$ cat src/rtl/meta_deframer.sv
// AXI-Stream deframer: splits a leading metadata beat (tuser=1) from the payload beats
// of each packet, and drops or counts malformed framing.
module meta_deframer #(
  parameter int DATA_WIDTH = 512,
  parameter int META_WIDTH = 356
) (
  input  logic                  clk,
  input  logic                  rst,
  input  logic                  s_tvalid,
  output logic                  s_tready,
  input  logic [DATA_WIDTH-1:0] s_tdata,
  input  logic                  s_tlast,
  input  logic                  s_tuser,
  output logic                  meta_valid,
  input  logic                  meta_ready,
  output logic [META_WIDTH-1:0] meta_data,
  output logic                  m_tvalid,
  input  logic                  m_tready,
  output logic [DATA_WIDTH-1:0] m_tdata,
  output logic                  m_tlast,
  output logic [31:0]           pkt_count,
  output logic [15:0]           err_count
);

  localparam logic [1:0] WAIT_META = 2'd0;
  localparam logic [1:0] PASS_DATA = 2'd1;
  localparam logic [1:0] DROP      = 2'd2;

  logic [1:0]            state_reg, state_next;
  logic                  meta_valid_reg;
  logic [META_WIDTH-1:0] meta_data_reg;
  logic                  m_tvalid_reg;
  logic [DATA_WIDTH-1:0] m_tdata_reg;
  logic                  m_tlast_reg;
  logic [31:0]           pkt_count_reg;
  logic [15:0]           err_count_reg;

  logic accept;
  logic meta_load;
  logic pay_load;
  logic err_event;
  logic pkt_event;

  always_comb begin
    s_tready = 1'b0;
    if (!rst) begin
      case (state_reg)
        WAIT_META: s_tready = !meta_valid_reg;
        PASS_DATA: s_tready = !m_tvalid_reg || m_tready;
        DROP:      s_tready = 1'b1;
        default:   s_tready = 1'b0;
      endcase
    end
  end

  assign accept    = s_tvalid && s_tready;
  assign meta_load = accept && (state_reg == WAIT_META) && s_tuser && !s_tlast;
  assign pay_load  = accept && (state_reg == PASS_DATA) && !s_tuser;
  assign pkt_event = pay_load && s_tlast;
  // Anything but a proper meta beat in WAIT_META, or a stray meta beat mid-payload.
  assign err_event = accept && (((state_reg == WAIT_META) && !(s_tuser && !s_tlast)) ||
                                ((state_reg == PASS_DATA) && s_tuser));

  always_comb begin
    state_next = state_reg;
    if (accept) begin
      case (state_reg)
        WAIT_META: begin
          if (s_tuser && !s_tlast)
            state_next = PASS_DATA;
          else if (!s_tuser && !s_tlast)
            state_next = DROP;
        end
        PASS_DATA: if (!s_tuser && s_tlast) state_next = WAIT_META;
        DROP:      if (s_tlast) state_next = WAIT_META;
        default:   state_next = WAIT_META;
      endcase
    end
  end

  always_ff @(posedge clk) begin
    if (rst) begin
      state_reg <= WAIT_META;
    end else begin
      state_reg <= state_next;
    end
  end

  // Metadata holding register; a new load can only happen once it is empty.
  always_ff @(posedge clk) begin
    if (rst) begin
      meta_valid_reg <= 1'b0;
      meta_data_reg  <= '0;
    end else if (meta_load) begin
      meta_valid_reg <= 1'b1;
      meta_data_reg  <= s_tdata[META_WIDTH-1:0];
    end else if (meta_valid_reg && meta_ready) begin
      meta_valid_reg <= 1'b0;
    end
  end

  always_ff @(posedge clk) begin
    if (rst) begin
      m_tvalid_reg <= 1'b0;
      m_tdata_reg  <= '0;
      m_tlast_reg  <= 1'b0;
    end else if (pay_load) begin
      m_tvalid_reg <= 1'b1;
      m_tdata_reg  <= s_tdata;
      m_tlast_reg  <= s_tlast;
    end else if (m_tvalid_reg && m_tready) begin
      m_tvalid_reg <= 1'b0;
    end
  end

  always_ff @(posedge clk) begin
    if (rst) begin
      pkt_count_reg <= '0;
      err_count_reg <= '0;
    end else begin
      if (pkt_event)
        pkt_count_reg <= pkt_count_reg + 32'd1;
      if (err_event && (err_count_reg != 16'hFFFF))
        err_count_reg <= err_count_reg + 16'd1;
    end
  end

  assign meta_valid = meta_valid_reg;
  assign meta_data  = meta_data_reg;
  assign m_tvalid   = m_tvalid_reg;
  assign m_tdata    = m_tdata_reg;
  assign m_tlast    = m_tlast_reg;
  assign pkt_count  = pkt_count_reg;
  assign err_count  = err_count_reg;

endmodule

$ cat config.mk
export PLATFORM = sky130hd
export DESIGN_NAME = meta_deframer
export DESIGN_NICKNAME = d
export VERILOG_FILES = /design/src/rtl/meta_deframer.sv
export SDC_FILE = /design/constraint.sdc
export NUM_CORES = 2
export LEC_CHECK = 0
export ABC_AREA = 1
export CAP_MARGIN = 20
export CORE_AREA = 2 2 552 554
export CTS_CLUSTER_SIZE = 20
export DETAILED_ROUTE_END_ITERATION = 8
export DIE_AREA = 0 0 554 556
export PLACE_DENSITY = 0.38
export SYNTH_ARGS = -nofsm -noshare
export SYNTH_HDL_FRONTEND = slang
export SYNTH_SLANG_ARGS = --single-unit
$ cat constraint.sdc
create_clock -name clk -period 1.5 [get_ports clk]
set_input_delay 0.3 -clock clk [delete_from_list [all_inputs] [get_ports clk]]
set_output_delay 0.3 -clock clk [all_outputs]
set_load 0.02 [all_outputs]
Yosys cells after proc, flatten, opt, wreduce, memory -nomap -nowiden
Cells that the tools add are included.

Logic and storage cells: 54. Output and inout bits: 920. Bits of input ports: 519. Flip-flop bits (word level): 921.

Add/subtract/negate cells: 2. Multiplexer cells: 11. Reductions and logical operators: 27. Equal/unequal tests: 6.

Operators by type and width (count): adder 32 x 1 -> 32 bit (second input constant) (1); adder 16 x 1 -> 16 bit (second input constant) (1); logical AND 1 bit (16); != test 16 bit (second input constant) (1); 2-to-1 mux 2 bit (4); one-hot mux 2 bit (3 select lines) (1); zero test 1 bit (5); 2-to-1 mux 1 bit (5); AND reduction 4 bit (1); nonzero test 2 bit (2); != test 3 x 1 -> 1 bit (second input constant) (1); one-hot mux 1 bit (3 select lines) (1); equality test 2 x 1 -> 1 bit (second input constant) (1); equality test 2 bit (second input constant) (1); zero test 2 bit (1); logical OR 1 bit (2); != test 2 x 1 -> 1 bit (second input constant) (1); != test 2 bit (second input constant) (1).

Longest topological paths before layout
Depth in word-level cells: 9. Depth in mapped cells: 12. Gate-level depth less buffers: 10.

Worst setup path after synthesis
No wires, ideal clock.

Path kind: register to register. Start: register err_count_reg[0] (netlist: err_count[0]). End: register err_count_reg[5] (netlist: err_count[5]). Arrival: 1.723 ns. Stages on the path, launching flop included: 11. Path buffers: 1. Slack: -0.293 ns. Period minus slack after synthesis: 1.793 ns. Data required time: 1.430 ns. Setup time: 0.070 ns. Cell sequence: dfxtp_1 > ha_1 > nand3_1 > nor2_2 > nand3_1 > nor2_1 > inv_1 > nand2_1 > buf_4 > nand2_1 > a21oi_1.

Word-level cells in the longest chain between the ends: 2. Elaborated cells between the ends (all ways): 3. Those cells by class: add/sub: 1; eq/ne: 1; reduce/logical: 1.

RTL lines: from (decl) (RTL line 36) `logic [15:0] err_count_reg;`; from (signal assigned) (RTL line 124) `err_count_reg <= err_count_reg + 16'd1;`; branches (longest 2 deep; another with adder 16 x 1 -> 16 bit).

Parallel ways; which one is timed is not known. A chain may end at the register's enable or synchronous reset.

Worst setup path in the final report
Start: register state_reg[0]. End: register m_tdata_reg[300] (netlist: m_tdata[300]).

Word-level cells in the longest chain between the ends: 6. Elaborated cells between the ends (all ways): 8. Those cells by class: eq/ne: 2; mux: 2; reduce/logical: 4.

RTL lines: from (decl) (RTL line 29) `logic [1:0] state_reg, state_next;`; from (signal assigned) (RTL line 85) `state_reg <= state_next;`; equality test 2 bit, or another cell as far along (RTL line 47) `case (state_reg)`; one-hot mux 1 bit (3 select lines) (RTL line 47); 2-to-1 mux 1 bit (RTL line 46) `if (!rst) begin`; logical AND 1 bit (RTL line 56) `assign accept = s_tvalid && s_tready;`; logical AND 1 bit * (2 in a row) (RTL line 58) `assign pay_load = accept && (state_reg == PASS_DATA) && !s_tuser;`; to (signal assigned) (RTL line 109) `m_tdata_reg <= s_tdata;`; to (decl) (RTL line 33) `logic [DATA_WIDTH-1:0] m_tdata_reg;`.

Mark *: on every way between the ends. The rest lies on a longest branch, timed or not.

==> out/metrics.csv <==
metric,value,unit
outcome,"complete, but fails checks",
power density over cell area,941,nW/µm²
maximum vdd drop,0.000862,V
number of vias per cell,3.64,
leading post-synthesis cells by instance count,"1,233 x nand2_1, 921 x dfxtp_1, 796 x nor2_1",
type of destination of the critical path,register,
Post-synth ARST share,0,%
row count,202,
critical path buffer and inverter count,6,
critical path start-end classification,reg -> reg,
setup TNS,-475.64,ns
total nets after synthesis,4815,
sequence of cells on the critical path,buf_4 -> buf_6 -> nand2_4 -> nor2_4 -> buf_6 -> nand4_1 -> buf_6 -> buf_16 -> clkbuf_16 -> nand2_1 -> a21oi_1,
number of cells on the critical path,11,
number of inserted filler cells in the final layout,33500,
Worst-path clk slew,0.06,ns
Final Worst Setup Slack,-0.592,ns
largest area contributor in the synthesized netlist,dfxtp_1,
share of the synthesized area in the top cell type,55.7,%
Post-Place Worst Slack,-0.875,ns
final cell utilization of the core,21.5,%
largest stage delay on the critical path,0.33,ns
initial antenna violation count,148,
number of global-route vias before repair,37200,
I/O pin count,1439,
beginning of the worst register-to-register path,state_reg[0],
Vias,37500,
hold slack final,0.0896,ns
final worst path period need,2.09,ns
gr busiest metal,met2,
count of distinct cell types in the synthesized netlist,27,
fraction of final layout cells with drive strength greater than 1,35.2,%
total global routing overflow,0,
final setup violation count,1840,
max reg flops,512,
CP Data Required Time,2.15,ns
met3 demand-to-capacity share in global routing,7.10,%
category of the worst setup path launch point,register,
clock root buffer,clkbuf_16,
Antenna Nets Post-Route,0,
slew margin rel.,60.3,%
start point of the critical path,state_reg[0],
number of buffers inserted by port buffering,1438,
Tightest Pin Transition,0.595,ns
die outline area,308000,µm²
starting density of the core,11.0,%
"Top FF cell, synth",dfxtp_1,
Worst Clk Skew,0.0380,ns
Post-route DRC,0,
Die Y,556,µm
Post-DP HPWL,204000,µm
fraction of met1 tracks used by global routing,17.0,%
post-synthesis area per instance,7.70,µm²
maximum level of the CTS H-tree,3,
#FFs+latches synth,921,
1st-pass router iterations,5,
"Clk Latency, worst-skew pair",0.81,ns
global-route wire length before repair,329000,µm
CTS tree,done,
routability congestion estimate from global placement,0.884,
CP max stage cell,dfxtp_2,
Max-Cap Viols,0,
Cells on Worst Hold Path,3,
cell types occupying the most area after synthesis,"dfxtp_1 56%, nand2_1 14%, nor2_1 9.0%",
LEAKAGE,25.5,nW
f_max,478,MHz
violations in the final reports,setup timing,
maximum number of pins on one net before global-route repair,91,
Ys Warns,0,
Final Instance Count excl. Fillers,10300,
largest delay contributor family on the critical path,buffers and inverters,
number of max-slew violations in the final report,0,
met2 usage,26.4,%
number of buffers on the longest clock path,4,
count of routing violations after the opening detailed-route iteration,2235,
Final Hold Viols,0,
wire length after detailed routing,255000,µm
critical path peak fanout,18,
Layout area overhead,96.1,%
reg2reg setup slack,-0.59,ns
final worst path period share,139,%
number of sinks on the clock net,921,
R2R Path End,m_tdata[300],
routed len/inst,24.8,µm
cell count of the worst reg-to-reg path,11,
number of enable-type register cells in the synthesized netlist,0,
Total GRT Usage,15.4,%
synthesized instance count,4294,
"Cell Area, Synth",33100,µm²
share of the yosys chip area belonging to registers,55.7,%
Hold Path Class,in -> reg,
die width,554,µm
TritonCTS Buffers,119,
core footprint,302000,µm²
unrepaired setup endpoints after global routing,yes,
cell count after placement,9701,
CP endpoint,m_tdata[300],
library cell with the highest instance count after synthesis,nand2_1,
data arrival at the endpoint of the critical path,2.74,ns
cell repeated most along the worst path,buf_6,
net count of the finished layout,6719,
cells by family (layout without fill, tap and decap cells):
family	count (synthesis)	after routing	synth area share (%)
simple gates	2083	2083	24.0
compound gates	927	927	14.0
flops	921	921	55.7
buf+inv	344	2342	5.75
xor+xnor	17	17	0.450
fa+ha+maj	2	2	0.0756
other cells	0	23	0
where the power goes:
group | internal (mW) | switching [mW]
logic | 2.98 | 2.97
registers | 24.9 | 0.329
clock network | 17.6 | 12.3
total | 45.5 | 15.6
cell usage in the layout (no fill, tap or decap), types with 29 or more instances in the layout:
cell type	netlist	routed
dlygate4sd3_1	0	227
nand2_1	1233	1207
clkdlybuf4s50_1	0	517
buf_12	1	175
dfxtp_4	0	44
inv_1	38	35
o21ai_0	178	176
nor2_1	796	790
dlygate4sd2_1	0	83
o21ai_1	185	185
dfxtp_1	921	218
buf_4	60	308
a21oi_1	564	557
nand3_1	37	36
clkbuf_16	0	140
clkinv_2	1	29
dfxtp_2	0	659
buf_6	28	738
worst register-to-register path, stage by stage (launching register included):
cell and delay (ns):
dfxtp_2 0.33, buf_4 0.11, buf_6 0.11, nand2_4 0.05, nor2_4 0.11, buf_6 0.10
nand4_1 0.21, buf_6 0.22, buf_16 0.16, clkbuf_16 0.39, nand2_1 0.07, a21oi_1 0.07
layer usage:
metal,up-vias,part of all wire (%)
li1,17600,-
met1,17700,39
met2,1595,47
met3,431,10
met4,68,3.6
met5,-,0.17
worst min path at each step:
stage,endpoint,startpoint,slack (ns)
6_report,m_tdata[415],s_tdata[415],0.09
2_1_floorplan,meta_data[147],s_tdata[147],0.43
3_3_place_gp,m_tdata[175],m_tdata[175],0.45
3_5_place_dp,m_tdata[166],m_tdata[166],0.46
4_1_cts,m_tdata[191],s_tdata[191],0.0003
5_1_grt,m_tdata[13],s_tdata[13],0.04
area by class of cell:
type | count | area, µm² | share of cell area (%)
multi-input cells | 3029 | 13000 | 20.0
inverters | 41 | 176 | 0.272
clock inverters | 56 | 663 | 1.02
flip-flops and latches | 921 | 19400 | 30.0
well taps | 3978 | 4980 | 7.67
diodes | 23 | 57.6 | 0.0887
repair buffers | 2086 | 23200 | 35.8
clock buffers | 159 | 3370 | 5.19
per-stage QoR:
stage | power (mW) | area, µm²
after floorplan | 27.1 | 33200
after detailed placement | 30.9 | 55000
after global placement | 30.9 | 55000
final | 61.0 | 64900
after CTS | 62.1 | 63900
after global routing | 63.2 | 64800
repair_timing:
item	in CTS	in global routing
gates cloned	0	25
endpoints found under the hold margin	264	0
hold buffers	227	0
setup buffers	96	9
setup endpoints to repair	1840	1841
pin swaps	2	9
gates resized for setup	5361	76
(Power assumes the default switching activity.)
